File: src/rtl/lcv_mul_acc_pkg.sv
// Shared types and default widths for the lcv_mul_acc_pipe signed multiply-accumulate.
// Purely declarative: no logic, no latency, no flow control.
package lcv_mul_acc_pkg;

  typedef enum logic {OP_MAC = 1'b0, OP_MSUB = 1'b1} op_e;

  localparam int DEF_A_WIDTH   = 16;
  localparam int DEF_B_WIDTH   = 16;
  localparam int DEF_C_WIDTH   = 33;
  localparam int DEF_ACC_WIDTH = 40;

  // The accumulator must hold any single product plus sign, and any addend.
  function automatic bit widths_ok(input int a_w, input int b_w, input int c_w, input int acc_w);
    return (acc_w >= a_w + b_w + 1) && (acc_w >= c_w);
  endfunction

endpackage

File: src/rtl/lcv_mul_acc_pipe_mul.sv
// Operand (S1) and product (S2) stages of the MAC pipeline; 2 cycles from i_vld to o_vld.
// Every register advances only while i_en is high, so a downstream stall freezes both stages.
module lcv_mul_acc_pipe_mul
  import lcv_mul_acc_pkg::*;
#(
  parameter int A_WIDTH = DEF_A_WIDTH,
  parameter int B_WIDTH = DEF_B_WIDTH,
  parameter int C_WIDTH = DEF_C_WIDTH
) (
  input  logic                       clk,
  input  logic                       rst,
  input  logic                       i_en,
  input  logic                       i_vld,
  input  logic [A_WIDTH-1:0]         i_a,
  input  logic [B_WIDTH-1:0]         i_b,
  input  logic [C_WIDTH-1:0]         i_c,
  input  op_e                        i_op,
  input  logic                       i_first,
  input  logic                       i_last,
  output logic                       o_vld,
  output logic [A_WIDTH+B_WIDTH-1:0] o_p,
  output logic [C_WIDTH-1:0]         o_c,
  output op_e                        o_op,
  output logic                       o_first,
  output logic                       o_last
);

  localparam int PW = A_WIDTH + B_WIDTH;

  logic                      r_s1_vld;
  logic                      r_s2_vld;
  logic signed [A_WIDTH-1:0] r_a;
  logic signed [B_WIDTH-1:0] r_b;
  logic [C_WIDTH-1:0]        r_s1_c;
  logic [C_WIDTH-1:0]        r_s2_c;
  op_e                       r_s1_op;
  op_e                       r_s2_op;
  logic                      r_s1_first;
  logic                      r_s2_first;
  logic                      r_s1_last;
  logic                      r_s2_last;
  (* use_dsp48 = "yes" *)
  logic signed [PW-1:0]      r_p;
  logic signed [PW-1:0]      w_a_ext;
  logic signed [PW-1:0]      w_b_ext;

  assign w_a_ext = PW'(r_a);
  assign w_b_ext = PW'(r_b);

  always_ff @(posedge clk or negedge rst) begin
    if (!rst) begin
      r_s1_vld <= 1'b0;
      r_s2_vld <= 1'b0;
    end else if (i_en) begin
      r_s1_vld <= i_vld;
      r_s2_vld <= r_s1_vld;
    end
  end

  // Datapath registers carry no reset so the operand/product regs can pack into the DSP slice.
  always_ff @(posedge clk) begin
    if (i_en) begin
      r_a        <= i_a;
      r_b        <= i_b;
      r_s1_c     <= i_c;
      r_s1_op    <= i_op;
      r_s1_first <= i_first;
      r_s1_last  <= i_last;
      r_p        <= w_a_ext * w_b_ext;
      r_s2_c     <= r_s1_c;
      r_s2_op    <= r_s1_op;
      r_s2_first <= r_s1_first;
      r_s2_last  <= r_s1_last;
    end
  end

  assign o_vld   = r_s2_vld;
  assign o_p     = r_p;
  assign o_c     = r_s2_c;
  assign o_op    = r_s2_op;
  assign o_first = r_s2_first;
  assign o_last  = r_s2_last;

endmodule

File: src/rtl/lcv_mul_acc_pipe.sv
// Framed signed multiply-accumulate: sum(+/-a*b + c) from first..last, one result per sequence.
// Latency 3 edges from last-term acceptance to out_valid; 1 term/clk; one global stall when out_valid && !out_ready.
// LCV_MUL_ACC_PIPE_SAT_EN: saturate instead of wrap on accumulator overflow (out_ovf reported either way).
module lcv_mul_acc_pipe
  import lcv_mul_acc_pkg::*;
#(
  parameter int A_WIDTH   = DEF_A_WIDTH,
  parameter int B_WIDTH   = DEF_B_WIDTH,
  parameter int C_WIDTH   = DEF_C_WIDTH,
  parameter int ACC_WIDTH = DEF_ACC_WIDTH
) (
  input  logic                 clk,
  input  logic                 rst,
  input  logic                 in_valid,
  output logic                 in_ready,
  input  logic [A_WIDTH-1:0]   in_a,
  input  logic [B_WIDTH-1:0]   in_b,
  input  logic [C_WIDTH-1:0]   in_c,
  input  op_e                  in_op,
  input  logic                 in_first,
  input  logic                 in_last,
  output logic                 out_valid,
  input  logic                 out_ready,
  output logic [ACC_WIDTH-1:0] out_data,
  output logic                 out_ovf
);

  localparam int PW = A_WIDTH + B_WIDTH;
  localparam int SW = ACC_WIDTH + 2;

  if (!widths_ok(A_WIDTH, B_WIDTH, C_WIDTH, ACC_WIDTH)) begin : g_width_check
    $error("lcv_mul_acc_pipe: ACC_WIDTH must be >= A_WIDTH+B_WIDTH+1 and >= C_WIDTH");
  end

  logic                    w_adv;
  logic                    w_s2_vld;
  logic [PW-1:0]           w_s2_p;
  logic [C_WIDTH-1:0]      w_s2_c;
  op_e                     w_s2_op;
  logic                    w_s2_first;
  logic                    w_s2_last;
  logic signed [SW-1:0]    w_p_ext;
  logic signed [SW-1:0]    w_c_ext;
  logic signed [SW-1:0]    w_term;
  logic signed [SW-1:0]    w_base;
  logic signed [SW-1:0]    w_sum;
  logic                    w_of;
  logic                    w_ovf_next;
  logic [ACC_WIDTH-1:0]    w_acc_next;
  logic signed [ACC_WIDTH-1:0] r_acc;
  logic                    r_ovf;
  logic                    r_out_vld;
  logic [ACC_WIDTH-1:0]    r_out_dat;
  logic                    r_out_ovf;

  assign w_adv    = !r_out_vld || out_ready;
  assign in_ready = rst && w_adv;

  lcv_mul_acc_pipe_mul #(
    .A_WIDTH (A_WIDTH),
    .B_WIDTH (B_WIDTH),
    .C_WIDTH (C_WIDTH)
  ) u_mul (
    .clk     (clk),
    .rst     (rst),
    .i_en    (w_adv),
    .i_vld   (in_valid),
    .i_a     (in_a),
    .i_b     (in_b),
    .i_c     (in_c),
    .i_op    (in_op),
    .i_first (in_first),
    .i_last  (in_last),
    .o_vld   (w_s2_vld),
    .o_p     (w_s2_p),
    .o_c     (w_s2_c),
    .o_op    (w_s2_op),
    .o_first (w_s2_first),
    .o_last  (w_s2_last)
  );

  // Two guard bits cover base + product + addend without losing the true sign.
  assign w_p_ext    = SW'($signed(w_s2_p));
  assign w_c_ext    = SW'($signed(w_s2_c));
  assign w_term     = (w_s2_op == OP_MSUB) ? (w_c_ext - w_p_ext) : (w_c_ext + w_p_ext);
  assign w_base     = w_s2_first ? '0 : SW'(r_acc);
  assign w_sum      = w_base + w_term;
  assign w_of       = (w_sum[SW-1:ACC_WIDTH-1] != {3{w_sum[SW-1]}});
  assign w_ovf_next = (w_s2_first ? 1'b0 : r_ovf) | w_of;

`ifdef LCV_MUL_ACC_PIPE_SAT_EN
  localparam logic [ACC_WIDTH-1:0] ACC_MAX = {1'b0, {(ACC_WIDTH-1){1'b1}}};
  localparam logic [ACC_WIDTH-1:0] ACC_MIN = {1'b1, {(ACC_WIDTH-1){1'b0}}};
  assign w_acc_next = w_of ? (w_sum[SW-1] ? ACC_MIN : ACC_MAX) : w_sum[ACC_WIDTH-1:0];
`else
  assign w_acc_next = w_sum[ACC_WIDTH-1:0];
`endif

  always_ff @(posedge clk or negedge rst) begin
    if (!rst) begin
      r_acc     <= '0;
      r_ovf     <= 1'b0;
      r_out_vld <= 1'b0;
      r_out_dat <= '0;
      r_out_ovf <= 1'b0;
    end else if (w_adv) begin
      r_out_vld <= w_s2_vld && w_s2_last;
      if (w_s2_vld) begin
        if (w_s2_last) begin
          r_out_dat <= w_acc_next;
          r_out_ovf <= w_ovf_next;
          r_acc     <= '0;
          r_ovf     <= 1'b0;
        end else begin
          r_acc     <= w_acc_next;
          r_ovf     <= w_ovf_next;
        end
      end
    end
  end

  assign out_valid = r_out_vld;
  assign out_data  = r_out_dat;
  assign out_ovf   = r_out_ovf;

endmodule

File: config.mk
export PLATFORM = sky130hd
export DESIGN_NAME = lcv_mul_acc_pipe
export DESIGN_NICKNAME = d
export VERILOG_FILES = /design/src/rtl/lcv_mul_acc_pkg.sv /design/src/rtl/lcv_mul_acc_pipe_mul.sv /design/src/rtl/lcv_mul_acc_pipe.sv
export SDC_FILE = /design/constraint.sdc
export NUM_CORES = 1
export LEC_CHECK = 0
export ABC_AREA = 1
export BUFFER_PORTS_ARGS = -buffer_cell sky130_fd_sc_hd__buf_2
export CELL_PAD_IN_SITES_DETAIL_PLACEMENT = 1
export CELL_PAD_IN_SITES_GLOBAL_PLACEMENT = 2
export CORE_ASPECT_RATIO = 1.1
export CORE_MARGIN = 2
export CORE_UTILIZATION = 36
export DETAILED_ROUTE_END_ITERATION = 8
export PLACE_DENSITY_LB_ADDON = 0.1
export SYNTH_ARGS = -nofsm -noshare
export SYNTH_HDL_FRONTEND = slang
export SYNTH_SLANG_ARGS = --single-unit
File: constraint.sdc
create_clock -name clk -period 5.84 [get_ports clk]
set_input_delay 0.876 -clock clk [delete_from_list [all_inputs] [get_ports clk]]
set_output_delay 0.876 -clock clk [all_outputs]
set_load 0.02 [all_outputs]
# After elaboration in Yosys (flattened, before gate mapping)
# Cells that the tools add are included.
# word_totals
word_cells	35
register_bits	221
inputBits	72
out_inout_bits	43
# classes
eq_ne	1
addsub	3
reduce_logical	6
mul	1
n_mux	5
bitwise	1
# ops
op	n
42-bit two-way mux	2
42-bit adder	1
40-bit two-way mux	1
33-bit by 32-bit adder with 34-bit output	1
33-bit by 32-bit subtractor with 34-bit output	1
16-bit by 16-bit multiplier with 32-bit output	1
3-bit AND reduction	1
1-bit logical AND	2
1-bit two-way mux	2
2-bit inequality test	1
2-bit AND reduction	1
1-bit zero test	1
1-bit logical OR	1
1-bit bitwise OR	1

# Depth between registers and ports, before layout
# Gate-level depths: netlist (run 1).
# depth
ltp_word	6
ltp_mapped	37
mapped_depth_nobuf	37

# Hierarchy
# Synthesis (run 1) repeated with hierarchy kept, for this count alone.
# hier_totals
hier_cells	2748
area_unflattened_um2	22994.6
# by_module_without_submodules
mod	seq_area_each_um2	cells_each	area_per_inst_um2	n_inst
lcv_mul_acc_pipe_mul	4134.0	1608	14978.1	1
lcv_mul_acc_pipe	2077.0	1140	8016.4	1

# Worst setup path before layout (run 1)
# Ideal clock, no wire load.
# synth_timing
path_kind	register to register
startpoint	register u_mul.r_b[1]
endpoint	register u_mul.r_p[30] (netlist: u_mul.o_p[30]) (data pin)
setup_time_ns	0.260
required_time_ns	5.580
setup_slack_ns	-0.161
stages_incl_launch_ff	26
period_less_slack_ns	6.001
n_path_buf	2
arrival_time_ns	5.741
path_cell_list	edfxtp_1 > clkbuf_1 > clkbuf_1 > nand2_1 > fa_1 > inv_1 > fa_1 > inv_1 > fa_1 > fa_1 > inv_1 > fa_1 > inv_1 > fa_1 > inv_1 > ha_1 > a21oi_1 > inv_1 > nor2_1 > o221ai_1 > a21oi_1 > o21ai_0 > a21o_1 > a211oi_1 > nor2_1 > xor2_1
# synth_between
elab_chain_len	1
# synth_lines
element	line	text
start, declared	lcv_mul_acc_pipe_mul.sv:33	logic signed [B_WIDTH-1:0] r_b;
start signal, assigned	lcv_mul_acc_pipe_mul.sv:64	r_b <= i_b;
16-bit by 16-bit multiplier with 32-bit output	lcv_mul_acc_pipe_mul.sv:69	r_p <= w_a_ext * w_b_ext;
end signal, assigned	lcv_mul_acc_pipe_mul.sv:69	
end, declared	lcv_mul_acc_pipe_mul.sv:43	logic signed [PW-1:0] r_p;
# No other way between the ends.
# A chain may end at the register's enable or synchronous reset.

# Worst setup path in the final report (run 1)
# layout_timing
startpoint	register u_mul.r_b[5]
endpoint	register u_mul.r_p[29] (netlist: u_mul.o_p[29]) (data pin)
# The elaborated chain is that of the path after synthesis.

==> results of run 1 <==
-- registers in the layout, summed over array words and instances, names as in the netlist --
name              cells
u_mul.o_p            32
u_mul.o_vld           1
out_ovf               1
u_mul.r_a            16
u_mul.r_s1_vld        1
u_mul.r_s1_first      1
u_mul.r_s1_c         33
r_ovf                 1
u_mul.r_s1_last       1
u_mul.o_c            33
out_data             40
out_valid             1
u_mul.r_s1_op         1
u_mul.r_b            16
r_acc                40
u_mul.o_last          1
u_mul.o_op            1
u_mul.o_first         1
-- worst register-to-register path, delay by kind of cell (launching register included) --
family          cells  cell delay, ns
xor+xnor            1            0.13
flops               1            0.46
compound gates      4            0.60
simple gates        1            0.06
buf+inv             9            1.13
fa+ha+maj           7            3.25
-- what timing repair did --
action / 4_1_cts / 5_1_grt
buffers inserted: 13 / 22
gates resized for setup: 38 / 147
setup endpoints to repair: 17 / 33
pin swaps: 19 / 83
-- layout make-up --
type                       instances  area (µm²)
fill                            7103       34300
clock inverter                    21         179
multi-input combinational       1629       14100
sequential                       221        6210
tap                              824        1030
timing repair buffer             306        2200
clock buffer                      31         733
inverter                         564        2130
-- per-layer routing --
layer / vias up / routed length, µm / track usage, %
met5: - / 0 / 0
li1: 8180 / - / -
met3: 71 / 1410 / 1.63
met4: 0 / 1550 / 5.22
met2: 199 / 30200 / 35.0
met1: 8070 / 26100 / 24.0
-- through the flow --
step                std cells  TNS (ns)  setup slack, ns
finish                   3596   -0.0548          -0.0440
global route             3596     -1.34           -0.261
CTS                      3574   -0.0119          -0.0119
detailed placement       3509     -2.03           -0.298
global placement         3509    -0.994           -0.277
floorplan                2485         0         0.000257
-- cell usage after synthesis (8+ instances only) --
cell type / n
inv_1: 561
nand2_1: 482
fa_1: 264
ha_1: 153
nor2_1: 151
edfxtp_1: 136
a21oi_1: 129
o21ai_0: 87
dfrtp_1: 85
xor2_1: 77
clkbuf_1: 69
xnor2_1: 58
o22ai_1: 34
nand3_1: 30
o21ai_1: 20
nand2_2: 13
or2_2: 12
a31oi_1: 11
o21a_1: 11
nor2_2: 10
nand2_4: 9
nand3_2: 9
nor3_1: 8
-- cells in the final DEF (no fill, tap or decap), drive strengths merged, types with 14 or more instances in the layout --
cell / count
clkinv: 14
buf: 306
a21oi: 133
inv: 565
nor2: 163
edfxtp: 136
o22ai: 34
dfrtp: 85
xor2: 77
o21ai: 109
ha: 153
nand3: 40
clkbuf: 31
xnor2: 59
fa: 264
nand2: 505
-- final timing paths --
kind                                       endpoint  slack [ns]  depth (start not counted)
max                         u_mul.o_p[29]$_DFFE_PN_       -0.04                         22
min                         out_data[4]$_DFFE_PN0P_        0.15                          1
max reg2reg                 u_mul.o_p[29]$_DFFE_PN_       -0.04                         22
min reg2reg                 u_mul.o_c[23]$_DFFE_PN_        0.42                          0
max in group asynchronous  out_data[37]$_DFFE_PN0P_        4.50                          2
min in group clk            u_mul.o_c[23]$_DFFE_PN_        0.42                          0
-- logic make-up after synthesis --
group,count (synthesis),synth area share (%)
xor gates and xnor gates,136,5.44
and+or+nand+nor,747,14.5
DFF,221,28.2
AOI/OAI and AO/OA,329,8.41
adders and majority gates,417,32.7
buffers and inverters,635,10.8
==> run_results.csv, run 1 <==
group,metric,value,unit
outcome,status,"finished with violations",
outcome,violations,"setup timing",
timing,rsz0062_at_grt,"true",
cells_and_area,diodes,0,
cells_and_area,postLayoutCellArea,26600,µm²
critical_path,crit_top_cell,"buf_4",
synth,syn_area,22000,µm²
timing,hold_viol,0,
route,via_per_inst,4.59,
route,wl_per_cell,16.5,µm
global_route,grt_overflow,0,
timing,fmax,170,MHz
critical_path,worstReg2RegStart,"u_mul.r_b[5]$_DFFE_PN_",
synth,ys_ff_latch,221,
clock_network,cts.hold.buffers_added,0,
global_route,track_usage,19.2,%
timing,max_slew_margin,37.0,%
synth,synth_top_flop_cell,"edfxtp_1",
floorplan,die_w,240,µm
worst_hold_path,min_path_type,"in2async",
placed_design,dp_hpwl,49.9,mm
placed_design,io_buffers,114,
critical_path,crit_type,"reg2reg",
route,drc,0,
synth,synth_top_area_share,24.0,%
cells_and_area,nets,3239,
critical_path,crit_chain,"buf_6 > buf_4 > nand2_2 > inv_2 > fa_2 > fa_2 > clkinvlp_4 > buf_4 > fa_1 > fa_1 > fa_2 > fa_1 > inv_2 > ha_4 > a21oi_4 > o21a_1 > o221a_4 > o311ai_2 > buf_4 > buf_4 > buf_4 > xor2_1",
critical_path,path_buf_inv,9,
synth,ys_types,54,
critical_path,cp.arrival,6.19,ns
critical_path,cp_top_family,"adder cells",
cells_and_area,syn_to_final_growth,20.8,%
clock_network,cts_tree,"yes",
critical_path,cpPeakStageDelay,0.62,ns
route,detail-route-antenna-nets,0,
clock_network,clk_latency,0.57,ns
critical_path,cp_max_fo,4,
floorplan,start_util,36.2,%
synth,synth_top_area_cell,"fa_1",
critical_path,critPathLaunchType,"flip-flop",
job,maxCapViolCount,0,
placed_design,gp_congestion,0.879,
global_route,grt_pass1_wl,96.8,mm
timing,holdWs,0.154,ns
floorplan,row_count,95,
timing,finClkSkew,0.0181,ns
synth,avgSynthCellArea,8.86,µm²
global_route,first_global_vias,18700,
critical_path,crit_required,6.14,ns
floorplan,core_area,60900,µm²
timing,finalCriticalPeriod,5.88,ns
route,vias,16500,
synth,yosys_warnings,0,
timing,final.period_utilization,101,%
synth,synth-edff-count,136,
placed_design,dpl_cell_area,24700,µm²
synth,synth_nets,2974,
clock_network,clock_sinks,221,
global_route,antenna_found_initial,0,
route,drt_wl_total,59.2,mm
clock_network,clk_pin_slew,0.06,ns
synth,async_reset_ff_share,38.5,%
timing,worst_slack,-0.0440,ns
timing,maxSlewViolCount,0,
timing,worst_slew_pin_slew,0.945,ns
floorplan,pin_count,115,
synth,synth_area_leaders,"fa_1 (24%), edfxtp_1 (19%), dfrtp_1 (9.7%), inv_1 (9.6%), ha_1 (8.7%)",
cells_and_area,fin_util,43.7,%
cells_and_area,drive_above_1_share,20.1,%
synth,netlist_instances,2485,
critical_path,critPathSlowestCell,"fa_2",
route,dr.first_iter.drc_count,462,
global_route,grt_start_max_net_pins,93,
critical_path,crit_path_start,"u_mul.r_b[5]$_DFFE_PN_",
critical_path,end_kind,"flip-flop",
clock_network,root_buffer,"clkbuf_16",
floorplan,die_area,63200,µm²
clock_network,cts.path.max_buffers,3,
clock_network,h-tree-depth,1,
timing,setup_violations,2,
synth,ys_seq_area_share,28.2,%
route,firstDrtPassIters,4,
floorplan,die_h,263,µm
clock_network,cts_made_buffers,28,
Power of run 1 is left out: the tool's default activity adds up to more than one toggle a clock period on the data nets, which glitch-free logic cannot reach.
==> run 2, diff against run 1 <==
- BUFFER_PORTS_ARGS: -buffer_cell sky130_fd_sc_hd__buf_2 -> default
- CORE_ASPECT_RATIO: 1.1 -> 2
- CORE_UTILIZATION: 36 -> 38
- DONT_BUFFER_PORTS: default -> 1
==> run_results.csv, run 2 (synthesis results as in run 1) <==
group,metric,value,unit
timing,finalCriticalPeriod,5.82,ns
global_route,grt_pass1_wl,102,mm
cells_and_area,final_common_cell,"inv_1",
cells_and_area,postLayoutCellArea,26900,µm²
timing,finalSetupTns,0,ns
cells_and_area,drive_above_1_share,20.7,%
floorplan,core_area,57200,µm²
timing,setup_violations,0,
cells_and_area,syn_to_final_growth,21.9,%
timing,max_slew_margin,44.0,%
route,drc,0,
floorplan,die_h,344,µm
route,wl_met1,20.7,mm
global_route,grt_start_max_net_pins,89,
clock_network,cts.path.max_buffers,3,
floorplan,die_w,174,µm
critical_path,cp.arrival,6.12,ns
critical_path,reg2reg_to,"u_mul.o_p[30]$_DFFE_PN_",
critical_path,cp_max_fo,4,
route,drt_wl_total,65.0,mm
cells_and_area,layout_common_cells,"inv_1 (535), nand2_1 (450), fa_1 (254)",
route,firstDrtPassIters,4,
floorplan,start_util,38.5,%
floorplan,die_area,60000,µm²
route,dr.max_layer_used,"met5",
route,wl_per_cell,18.5,µm
cells_and_area,final_cells,3509,
route,vias,17100,
critical_path,crit_type,"reg2reg",
clock_network,root_buffer,"clkbuf_16",
critical_path,critPathLaunchType,"flip-flop",
critical_path,rrSetupSlack,0.02,ns
critical_path,crit_path_start,"u_mul.r_a[11]$_DFFE_PN_",
timing,finClkSkew,0.0403,ns
clock_network,h-tree-depth,1,
global_route,track_usage,21.9,%
global_route,first_global_vias,19700,
global_route,grt_overflow,0,
clock_network,clock_sinks,221,
timing,rsz0062_at_grt,"true",
clock_network,clk_latency,0.58,ns
timing,worst_slew_pin_slew,0.841,ns
floorplan,pin_count,115,
job,maxCapViolCount,0,
critical_path,worstReg2RegStart,"u_mul.r_a[11]$_DFFE_PN_",
worst_hold_path,min_path_type,"in2async",
outcome,status,"completed",
placed_design,dp_hpwl,54.8,mm
clock_network,clk_pin_slew,0.07,ns
timing,maxSlewViolCount,0,
route,via_per_inst,4.86,
route,dr.first_iter.drc_count,518,
clock_network,cts_made_buffers,24,
critical_path,crit_required,6.14,ns
critical_path,end_kind,"flip-flop",
timing,hold_viol,0,
timing,fmax,172,MHz
clock_network,cts_tree,"yes",
global_route,antenna_found_initial,3,
placed_design,placedCellCount,3415,
placed_design,io_buffers,0,
route,wl_met2,39.8,mm
placed_design,gp_congestion,0.852,
cells_and_area,nets,3223,
critical_path,reg2regPathDepth,22,
floorplan,row_count,124,
critical_path,cp-endpoint,"u_mul.o_p[30]$_DFFE_PN_",
route,detail-route-antenna-nets,0,
timing,final.period_utilization,99.7,%
placed_design,dpl_cell_area,24700,µm²
route,wl_met3,1.50,mm
[run 2: cell count changes in the layout (fill, tap and decap cells not counted), moves of 5 or more]
| cell | before | now |
|---|---|---|
| nor2_1 | 143 | 135 |
| buf_6 | 15 | 31 |
| inv_1 | 541 | 535 |
| nand2_1 | 461 | 450 |
| buf_4 | 167 | 249 |
| nand2_2 | 29 | 38 |
| clkbuf_16 | 29 | 24 |
| buf_2 | 113 | 0 |
[run 2: layout make-up]
cell class              instances  area (µm²)
diodes                          1        2.50
clock buffers                  25         604
clock inverters                19         223
fillers                      6633       30400
inverters                     564        2130
multi-input cells            1629       14200
flip-flops and latches        221        6210
well taps                     756         946
repair buffers                294        2490
[run 2: how the worst min path moves through the flow]
stage / start / to / slack, ns / cells after the start
after detailed placement: u_mul.r_s1_c[1]$_DFFE_PN_ / u_mul.o_c[1]$_DFFE_PN_ / 0.41 / 0
after global placement: u_mul.r_s1_c[19]$_DFFE_PN_ / u_mul.o_c[19]$_DFFE_PN_ / 0.40 / 0
final: rst / r_acc[3]$_DFFE_PN0P_ / 0.17 / 1
after floorplan: u_mul.r_s1_c[0]$_DFFE_PN_ / u_mul.o_c[0]$_DFFE_PN_ / 0.40 / 0
after global routing: rst / r_acc[0]$_DFFE_PN0P_ / 0.19 / 1
after CTS: rst / r_acc[0]$_DFFE_PN0P_ / 0.18 / 1
[run 2: routing by layer]
metal,global-route usage (%),vias up
met5,0,-
met4,9.19,6
met3,1.96,129
met2,48.6,259
met1,19.0,8527
li1,-,8141
[run 2: worst max-delay path, cell delays in order, from the launching register on]
cell	delay, ns
edfxtp_1	0.47
buf_4	0.16
nand2_1	0.07
fa_1	0.50
inv_1	0.05
fa_1	0.54
inv_1	0.05
fa_1	0.50
inv_2	0.05
fa_1	0.52
inv_1	0.05
fa_1	0.47
inv_1	0.05
fa_1	0.56
ha_4	0.23
a21oi_2	0.16
o221ai_2	0.11
a21oi_2	0.20
o21ai_2	0.11
a21o_1	0.25
a211oi_2	0.23
nor2_1	0.08
xor2_1	0.14
[run 2: repair_timing]
action                                  4_1_cts  5_1_grt
pin swaps                                    42      110
resized for setup                            67      177
hold buffers                                  2        0
setup buffers                                25       26
hold endpoints to repair                     82        0
endpoints found under the setup margin       24       35
[run 2: per-stage QoR]
| step | utilization [%] | hold WS, ns | setup WS, ns |
|---|---|---|---|
| floorplan | - | 0.400 | 0.000257 |
| global placement | 43.1 | 0.401 | -0.195 |
| detailed placement | 43.1 | 0.406 | -0.372 |
| CTS | 45.5 | 0.179 | 0.000619 |
| global route | 46.9 | 0.188 | -0.201 |
| finish | 46.9 | 0.168 | 0.0169 |
Power of run 2 is left out for the same reason.
==> run 3, diff against run 2 <==
- RECOVER_POWER: default -> 100
==> run_results.csv, run 3 (synthesis results as in run 1) <==
group,metric,value,unit
floorplan,start_util,38.5,%
clock_network,cts_made_buffers,24,
worst_hold_path,min_path_type,"in2reg",
clock_network,root_buffer,"clkbuf_16",
placed_design,gp_congestion,0.852,
critical_path,rrSetupSlack,0.01,ns
route,dr.max_layer_used,"met5",
global_route,antenna_found_initial,3,
floorplan,row_count,124,
cells_and_area,nets,3223,
critical_path,critPathSlowestCell,"fa_1",
timing,setup_violations,0,
job,maxCapViolCount,4,
timing,worst_slew_pin_slew,4.47,ns
critical_path,path_buf_inv,6,
critical_path,end_kind,"flip-flop",
cells_and_area,fillers,6642,
placed_design,io_buffers,0,
timing,fmax,172,MHz
clock_network,h-tree-depth,1,
critical_path,cp_top_family,"adder cells",
critical_path,crit_top_cell,"fa_1",
critical_path,cp.arrival,6.13,ns
clock_network,clk_latency,0.58,ns
floorplan,die_area,60000,µm²
timing,max_slew_margin,-198,%
route,drc,0,
route,wl_met1,20.6,mm
outcome,status,"finished with violations",
global_route,grt_overflow,0,
critical_path,critPathLaunchType,"flip-flop",
timing,maxSlewViolCount,249,
timing,final.period_utilization,99.8,%
floorplan,core_area,57200,µm²
cells_and_area,final_common_cell,"inv_1",
clock_network,cts_tree,"yes",
critical_path,cp_max_fo,4,
route,drt_wl_total,64.9,mm
timing,rsz0062_at_grt,"true",
critical_path,crit_chain,"buf_4 > nand2_1 > fa_1 > inv_1 > fa_1 > inv_1 > fa_1 > inv_2 > fa_1 > inv_1 > fa_1 > inv_1 > fa_1 > ha_4 > a21oi_2 > o221ai_2 > a21oi_2 > o21ai_2 > a21o_1 > a211oi_2 > nor2_1 > xor2_1",
global_route,grt_pass1_wl,102,mm
cells_and_area,layout_common_cells,"inv_1 (537), nand2_1 (451), fa_1 (254)",
cells_and_area,syn_to_final_growth,21.6,%
placed_design,dp_hpwl,54.8,mm
route,detail-route-antenna-nets,0,
critical_path,cpPeakStageDelay,0.56,ns
route,via_per_inst,4.85,
clock_network,clock_sinks,221,
global_route,grt_start_max_net_pins,89,
clock_network,cts.path.max_buffers,3,
route,wl_per_cell,18.5,µm
cells_and_area,final_cells,3509,
clock_network,clk_pin_slew,0.07,ns
floorplan,pin_count,115,
floorplan,die_w,174,µm
global_route,first_global_vias,19700,
route,dr.first_iter.drc_count,474,
critical_path,crit_type,"reg2reg",
route,wl_met2,39.8,mm
route,wl_met3,1.46,mm
outcome,violations,"capacitance limit, slew limit",
placed_design,placedCellCount,3415,
route,firstDrtPassIters,4,
timing,hold_viol,0,
timing,finClkSkew,0.0417,ns
route,vias,17000,
critical_path,crit_required,6.14,ns
global_route,track_usage,21.9,%
timing,finalCriticalPeriod,5.83,ns
timing,holdWs,0.389,ns
cells_and_area,drive_above_1_share,20.3,%
floorplan,die_h,344,µm
-- run 3: cell types whose count changed in the layout (fill, tap and decap cells not counted), moves of 2 or more --
| cell | before | now |
|---|---|---|
| inv_1 | 535 | 537 |
| buf_4 | 249 | 240 |
| o21ai_0 | 76 | 78 |
| o21ai_1 | 20 | 18 |
| clkbuf_2 | 0 | 2 |
| clkbuf_1 | 1 | 9 |
-- run 3: worst paths after layout --
check | startpoint | to | cells after the start
worst max register to register | u_mul.r_a[11]$_DFFE_PN_ | u_mul.o_p[30]$_DFFE_PN_ | 22
worst min register to register | u_mul.r_s1_c[28]$_DFFE_PN_ | u_mul.o_c[28]$_DFFE_PN_ | 0
max in group asynchronous | rst | out_data[23]$_DFFE_PN0P_ | 1
worst min-delay path | in_b[14] | u_mul.r_b[14]$_DFFE_PN_ | 0
worst max-delay path | u_mul.r_a[11]$_DFFE_PN_ | u_mul.o_p[30]$_DFFE_PN_ | 22
min in group asynchronous | rst | out_data[29]$_DFFE_PN0P_ | 1
-- run 3: cell type report --
cell class / instances / area (µm²) / area share, %
multi-input combinational: 1629 / 14200 / 53.2
clock inverter: 19 / 223 / 0.832
antenna: 1 / 2.50 / 0.00934
sequential: 221 / 6210 / 23.2
clock buffer: 25 / 604 / 2.26
timing repair buffer: 294 / 2430 / 9.08
tap: 756 / 946 / 3.53
inverter: 564 / 2120 / 7.93
-- run 3: worst register-to-register path, delay by kind of cell, from the launching register on --
family	cells	cell delay, ns
compound gates	6	1.07
xor+xnor	1	0.14
fa+ha+maj	7	3.32
simple gates	2	0.15
flops	1	0.47
buf+inv	6	0.41
-- run 3: repair_timing --
action                                  in CTS  in global routing
endpoints found under the hold margin       82                  0
hold buffers                                 2                  0
pin swaps                                   42                110
endpoints found under the setup margin      24                 35
resized for setup                           67                177
setup buffers                               25                 26
-- run 3: metal layers --
layer,GRT usage (%),up-vias
li1,-,8143
met1,19.0,8497
met2,48.6,246
met3,1.96,128
met4,9.19,6
met5,0,-
-- run 3: stage by stage --
step	instance area, µm²	setup TNS, ns	utilization [%]	setup slack [ns]
floorplan	22100	0	-	0.000257
global placement	24700	-2.00	43.1	-0.195
detailed placement	24700	-4.30	43.1	-0.372
CTS	26000	0	45.5	0.000619
global route	26800	-2.01	46.8	-0.201
finish	26800	0	46.8	0.0121
Power of run 3 is left out for the same reason.
